==> config.mk <==
export PLATFORM = sky130hd
export DESIGN_NAME = vec_broadcast_flat
export DESIGN_NICKNAME = d
export VERILOG_FILES = /design/src/rtl/simd_pkg.sv /design/src/rtl/vec_broadcast_if.sv /design/src/rtl/vec_broadcast.sv /design/src/flat_wrapper.sv
export SDC_FILE = /design/constraint.sdc
export NUM_CORES = 1
export LEC_CHECK = 0
export ABC_AREA = 1
export CAP_MARGIN = 30
export CORE_MARGIN = 5
export CORE_UTILIZATION = 34
export DETAILED_ROUTE_END_ITERATION = 10
export PLACE_DENSITY = 0.63
export SETUP_SLACK_MARGIN = 0.4
export SLEW_MARGIN = 30
export SYNTH_ARGS = -nofsm -noshare
export SYNTH_HDL_FRONTEND = slang
export SYNTH_SLANG_ARGS = --single-unit
==> constraint.sdc <==
create_clock -name clk -period 2.6 [get_ports clk]
set_clock_uncertainty 0.15 [all_clocks]
set_input_delay 0.39 -clock clk [delete_from_list [all_inputs] [get_ports clk]]
set_output_delay 0.39 -clock clk [all_outputs]
set_load 0.01 [all_outputs]
==> src/rtl/simd_pkg.sv <==
// Shared SIMD operand-path types and defaults.
// Used by the broadcast stage and its bus interface.
package simd_pkg;

  localparam int DEF_PE_COUNT   = 4;
  localparam int DEF_DATA_WIDTH = 32;
  localparam int DEF_REP_W      = 4;

  localparam int IDX_W = $clog2(DEF_PE_COUNT);

  typedef logic signed
    [DEF_PE_COUNT-1:0][DEF_DATA_WIDTH-1:0] vec_t;

  typedef enum logic {
    IDLE,
    STREAM
  } bcast_state_e;

endpackage

==> src/rtl/vec_broadcast_if.sv <==
// Vector load / broadcast beat bus.
// slave = broadcast block, master = producer/consumer side.
interface vec_broadcast_if
  import simd_pkg::*;
#(
  parameter int PE_COUNT   = DEF_PE_COUNT,
  parameter int DATA_WIDTH = DEF_DATA_WIDTH,
  parameter int REP_W      = DEF_REP_W
);

  localparam int IW = $clog2(PE_COUNT);

  logic signed [PE_COUNT-1:0][DATA_WIDTH-1:0] vec_in;
  logic                                       vec_valid;
  logic                                       vec_ready;
  logic [REP_W-1:0]                           reps;
  logic                                       flush;
  logic signed [PE_COUNT-1:0][DATA_WIDTH-1:0] bcast_out;
  logic                                       bcast_valid;
  logic                                       bcast_ready;
  logic [IW-1:0]                              bcast_idx;
  logic                                       bcast_first;
  logic                                       bcast_last;
  logic                                       busy;

  modport slave (
    input  vec_in,
    input  vec_valid,
    input  reps,
    input  flush,
    input  bcast_ready,
    output vec_ready,
    output bcast_out,
    output bcast_valid,
    output bcast_idx,
    output bcast_first,
    output bcast_last,
    output busy
  );

  modport master (
    output vec_in,
    output vec_valid,
    output reps,
    output flush,
    output bcast_ready,
    input  vec_ready,
    input  bcast_out,
    input  bcast_valid,
    input  bcast_idx,
    input  bcast_first,
    input  bcast_last,
    input  busy
  );

endinterface

==> src/rtl/vec_broadcast.sv <==
// Latches one PE vector and streams element[idx] replicated on
// every lane, each element repeated reps+1 times.
module vec_broadcast
  import simd_pkg::*;
#(
  parameter int PE_COUNT   = DEF_PE_COUNT,
  parameter int DATA_WIDTH = DEF_DATA_WIDTH,
  parameter int REP_W      = DEF_REP_W
) (
  input  logic           clk,
  input  logic           rstn,
  vec_broadcast_if.slave bus
);

  localparam int IW = $clog2(PE_COUNT);
  localparam logic [IW-1:0] IDX_MAX = IW'(PE_COUNT - 1);

  typedef logic signed
    [PE_COUNT-1:0][DATA_WIDTH-1:0] lvec_t;

  bcast_state_e     state_q;
  bcast_state_e     state_d;
  lvec_t            vec_q;
  logic [REP_W-1:0] reps_q;
  logic [REP_W-1:0] rep_q;
  logic [IW-1:0]    idx_q;

  lvec_t            out_q;
  logic             valid_q;
  logic             first_q;
  logic             last_q;
  logic             busy_q;

  logic             load;
  logic             hs;
  logic             abort;
  logic             done;
  logic             step_rep;
  logic [IW-1:0]    idx_nx;

  always_comb begin
    load     = bus.vec_valid && !busy_q;
    hs       = valid_q && bus.bcast_ready;
    abort    = (state_q == STREAM) && bus.flush;
    done     = hs && last_q && !abort;
    step_rep = rep_q < reps_q;
    idx_nx   = idx_q + 1'b1;
  end

  always_ff @(posedge clk or negedge rstn) begin
    if (!rstn) state_q <= IDLE;
    else       state_q <= state_d;
  end

  always_comb begin
    state_d = state_q;
    unique case (state_q)
      IDLE:    if (load) state_d = STREAM;
      STREAM:  if (abort || done) state_d = IDLE;
      default: state_d = IDLE;
    endcase
  end

  always_ff @(posedge clk or negedge rstn) begin
    if (!rstn) begin
      vec_q  <= '0;
      reps_q <= '0;
    end else if (load) begin
      vec_q  <= bus.vec_in;
      reps_q <= bus.reps;
    end
  end

  always_ff @(posedge clk or negedge rstn) begin
    if (!rstn)              rep_q <= '0;
    else if (load || abort) rep_q <= '0;
    else if (hs)            rep_q <= step_rep ? rep_q + 1'b1 : '0;
  end

  // idx saturates at the last lane; only load/flush/reset rewind it
  always_ff @(posedge clk or negedge rstn) begin
    if (!rstn)                               idx_q <= '0;
    else if (load || abort)                  idx_q <= '0;
    else if (hs && !step_rep && !last_q)     idx_q <= idx_nx;
  end

  always_ff @(posedge clk or negedge rstn) begin
    if (!rstn) begin
      out_q   <= '0;
      valid_q <= 1'b0;
      first_q <= 1'b0;
      last_q  <= 1'b0;
      busy_q  <= 1'b0;
    end else if (load) begin
      out_q   <= {PE_COUNT{bus.vec_in[0]}};
      valid_q <= 1'b1;
      first_q <= 1'b1;
      last_q  <= 1'b0;
      busy_q  <= 1'b1;
    end else if (abort) begin
      out_q   <= '0;
      valid_q <= 1'b0;
      first_q <= 1'b0;
      last_q  <= 1'b0;
      busy_q  <= 1'b0;
    end else if (done) begin
      valid_q <= 1'b0;
      first_q <= 1'b0;
      last_q  <= 1'b0;
      busy_q  <= 1'b0;
    end else if (hs) begin
      if (step_rep) begin
        first_q <= 1'b0;
        last_q  <= (idx_q == IDX_MAX) &&
                   ((rep_q + 1'b1) == reps_q);
      end else begin
        out_q   <= {PE_COUNT{vec_q[idx_nx]}};
        first_q <= 1'b1;
        last_q  <= (idx_nx == IDX_MAX) &&
                   (reps_q == '0);
      end
    end
  end

  assign bus.vec_ready   = !busy_q;
  assign bus.bcast_out   = out_q;
  assign bus.bcast_valid = valid_q;
  assign bus.bcast_idx   = idx_q;
  assign bus.bcast_first = first_q;
  assign bus.bcast_last  = last_q;
  assign bus.busy        = busy_q;

endmodule

==> src/flat_wrapper.sv <==
// flat-port wrapper written by rule: the top's interface ports become plain ports
module vec_broadcast_flat import simd_pkg::*;
#(
  parameter int PE_COUNT   = DEF_PE_COUNT,
  parameter int DATA_WIDTH = DEF_DATA_WIDTH,
  parameter int REP_W      = DEF_REP_W
)
  (clk, rstn, bus_vec_in, bus_vec_valid, bus_reps, bus_flush, bus_bcast_ready, bus_vec_ready, bus_bcast_out, bus_bcast_valid, bus_bcast_idx, bus_bcast_first, bus_bcast_last, bus_busy);
  vec_broadcast_if #(.PE_COUNT(PE_COUNT), .DATA_WIDTH(DATA_WIDTH), .REP_W(REP_W)) bus_i ();
  input  logic clk;
  input  logic rstn;
  input wire logic [$bits(bus_i.vec_in)-1:0] bus_vec_in;
  input wire logic [$bits(bus_i.vec_valid)-1:0] bus_vec_valid;
  input wire logic [$bits(bus_i.reps)-1:0] bus_reps;
  input wire logic [$bits(bus_i.flush)-1:0] bus_flush;
  input wire logic [$bits(bus_i.bcast_ready)-1:0] bus_bcast_ready;
  output wire logic [$bits(bus_i.vec_ready)-1:0] bus_vec_ready;
  output wire logic [$bits(bus_i.bcast_out)-1:0] bus_bcast_out;
  output wire logic [$bits(bus_i.bcast_valid)-1:0] bus_bcast_valid;
  output wire logic [$bits(bus_i.bcast_idx)-1:0] bus_bcast_idx;
  output wire logic [$bits(bus_i.bcast_first)-1:0] bus_bcast_first;
  output wire logic [$bits(bus_i.bcast_last)-1:0] bus_bcast_last;
  output wire logic [$bits(bus_i.busy)-1:0] bus_busy;
  assign bus_i.vec_in = bus_vec_in;
  assign bus_i.vec_valid = bus_vec_valid;
  assign bus_i.reps = bus_reps;
  assign bus_i.flush = bus_flush;
  assign bus_i.bcast_ready = bus_bcast_ready;
  assign bus_vec_ready = bus_i.vec_ready;
  assign bus_bcast_out = bus_i.bcast_out;
  assign bus_bcast_valid = bus_i.bcast_valid;
  assign bus_bcast_idx = bus_i.bcast_idx;
  assign bus_bcast_first = bus_i.bcast_first;
  assign bus_bcast_last = bus_i.bcast_last;
  assign bus_busy = bus_i.busy;
  vec_broadcast #(.PE_COUNT(PE_COUNT), .DATA_WIDTH(DATA_WIDTH), .REP_W(REP_W)) u_core (.clk(clk), .rstn(rstn), .bus(bus_i));
endmodule
==> metrics <==
prevailing post-synth register cell=dfrtp_1; Leak Pwr=0.005715 uW; die extent in x=170.0 um; status=finished, final reports clean; DRC Markers=0; clk buf depth=2; VDD IR max=0.4839 mV; biggest area consumer among synthesized cells=dfrtp_1; Sw Pwr=5511 uW; Rows=58; number of fill cells=2544; number of global-route vias before repair=7486; syn avg cell area=7.695 um2; diodes inserted=0; Worst-Skew Late Latency=0.42 ns; global route total overflow=0; sequential element share of the synthesized area=0.5003; first-pass GRT wire length=38.36 mm; DP HPWL=16.50 mm; critical-path cell list=clkdlybuf4s50_1; crit path max fanout=5; switch share=0.4003; f_max=472.3 MHz; PwrDens=1188 mW/mm2; setup repair after global routing missed its margin=no; routed len/inst=14.66 um; Final ANT Viol Nets=0; RR Startpoint=u_core.rep_q[1]$_DFFE_PN0P_; CTS tree=built; Post-DP Area=0.01104 mm2; top area cells in the synthesized netlist=dfrtp_1, nand2_1, buf_4; Die Y=170.0 um; max_slew headroom=0.6020; Comb power frac=0.482; area growth from synthesis to layout=33.19%; Register Area=0.004358 mm2; top cell type's share of synthesized area=0.5003; final setup fails=0; Placeable Area=0.02518 mm2; Post-Syn Instances=1131; min cycle time layout=2.117 ns; crit path to=bus_bcast_out[31]; post-route setup TNS=0 ns; startpoint type of the worst setup path=flip-flop; CP peak stage delay=0.66 ns; crit path launch=u_core.bus.bcast_out[127]$_DFFE_PN0P_; drt pass-1 iters=7; All-Layer GR Usage=0.1630; Finished Cell Area=0.01159 mm2; Vias/cell=4.581; clock transition at the registers of the reported paths=0.07 ns; critical path type=flip-flop to output pin; initial antenna violation count=0; Slew Viols, Final=0; critical hold path startpoint=u_core.vec_q[20]$_DFFE_PN0P_; synth cell count leaders=nand2_1, dfrtp_1, buf_4; Sinks on Clock Net=174; slowest cell on the critical path=clkdlybuf4s50_1; Die Area=0.02890 mm2; Levels on crit path=1; CTS buffer count=17; PortBufs=271; Net Count, Synth=1275; P_int=8256 uW; clock power share=0.171; WL final=23.85 mm; Final Hold Fails=0; critical path arrival=1.58 ns; vias=7453; number of synthesized register bits=174; CTS root buf=clkbuf_16; max cap viols=0; layout cells sized above 1=0.04472; reg2reg path depth=9; Hold WC Path Type=flip-flop to flip-flop; Initial DRC Count=478; PnR worst setup slack=0.4828 ns; element type at the critical path end=output pin; Multi-input gate area=0.003146 mm2; mapped cell area=0.008703 mm2; dpl ws=0.2416 ns; Reg power frac=0.347; cell family with most CP delay=buffers and inverters; Slew @ Worst Pin=0.5970 ns; Worst R2R End=u_core.bus.bcast_idx[0]$_DFFE_PN0P_; CTS H-tree lvls=4; Final Wtd Congestion=0.7789; num ports=272; ys async rst share=1.000; yosys synthesis warning count=0; final-stage net count=1429; Worst R2R Setup Slack=0.57 ns; initial core utilization=0.3456; Post-synth EDFFs=0; WP data required=2.06 ns; CP bufs+invs=1; pin count of the biggest net entering global routing=102; most numerous cell in the Yosys netlist=nand2_1; Distinct cells, synth=24; final period utilization=0.8143
==> worst min-delay path by stage <==
stage                                                    end  slack, ns  cells past startpoint
final                           u_core.vec_q[20]$_DFFE_PN0P_       0.32                      2
after global routing            u_core.vec_q[19]$_DFFE_PN0P_       0.33                      2
after CTS                           u_core.state_q$_DFF_PN0_       0.32                      1
after global placement          u_core.vec_q[98]$_DFFE_PN0P_       0.27                      1
after detailed placement        u_core.vec_q[34]$_DFFE_PN0P_       0.27                      1
after floorplan           u_core.bus.bcast_first$_DFFE_PN0P_      -0.06                      0
==> state kept, by name, summed over array words and instances (netlist names) <==
register and flops:
u_core.bus.bcast_first 1, u_core.vec_q 128, u_core.reps_q 4, u_core.bus.bcast_idx 2, u_core.bus.bcast_valid 1, u_core.bus.bcast_out 32, u_core.bus.bcast_last 1, u_core.rep_q 4
u_core.state_q 1
==> cells in the final DEF (no fill, tap or decap), types with 2 or more instances in the layout <==
cell | Yosys | routed
clkbuf_1 | 20 | 2
nand2_1 | 542 | 542
inv_6 | 0 | 5
a21oi_1 | 37 | 37
o21ai_0 | 73 | 73
buf_12 | 0 | 6
nor2_1 | 2 | 2
o21bai_1 | 2 | 2
clkdlybuf4s50_1 | 0 | 270
buf_6 | 0 | 2
buf_4 | 102 | 11
dfrtp_1 | 174 | 173
inv_1 | 49 | 49
ha_1 | 7 | 6
nand4_1 | 3 | 3
nand2_2 | 2 | 2
clkinvlp_4 | 0 | 4
clkinv_2 | 0 | 3
clkbuf_16 | 0 | 17
nand3_1 | 75 | 75
==> power by group through the flow <==
stage	combinational [uW]	sequential, uW	clock [uW]
after CTS	6750	4780	2430
after global routing	7530	4940	2540
after detailed placement	6710	4820	0
final	6640	4780	2350
after floorplan	4580	4710	0
after global placement	6630	4780	0
==> layout make-up <==
cell class                      count  area share
Inverter                           53     0.01792
Clock buffer                       20     0.03853
Multi-Input combinational cell    749      0.2713
Clock inverter                     11    0.007231
Sequential cell                   174      0.3759
Tap cell                          330     0.03562
Timing Repair Buffer              290      0.2534
==> routing by layer <==
layer,GRT usage,routed length (um),vias up
met2,0.2705,11400,245
met4,0.04340,342,0
met1,0.2177,10550,3461
met3,0.03484,1560,15
li1,-,-,3732
met5,0,0,-
==> timing repair <==
action | 4_1_cts | 5_1_grt
resized for setup | 1 | 2
hold buffers | 1 | 0
endpoints found under the setup margin | 21 | 20
cloned | 0 | 0
endpoints found under the hold margin | 50 | 0
buffers inserted | 0 | 0
==> cells by family (layout without fill, tap and decap cells) <==
kind of cell | after synthesis | count (layout) | share of synthesized area
and+or+nand+nor | 628 | 628 | 0.2846
AOI/OAI and AO/OA | 114 | 114 | 0.06642
buffers and inverters | 208 | 374 | 0.1386
adders and majority gates | 7 | 7 | 0.01006
DFF | 174 | 174 | 0.5003
==> stage by stage <==
step | power (uW) | util | instances | hold WS (ns)
detailed placement | 11530 | 0.4385 | 1595 | 0.2656
floorplan | 9290 | - | 1131 | -0.05559
global placement | 11410 | 0.4385 | 1595 | 0.2678
CTS | 13960 | 0.4601 | 1627 | 0.3198
global route | 15010 | 0.4604 | 1627 | 0.3342
finish | 13770 | 0.4604 | 1627 | 0.3206
Note: power is estimated with default switching activity, not from simulation.
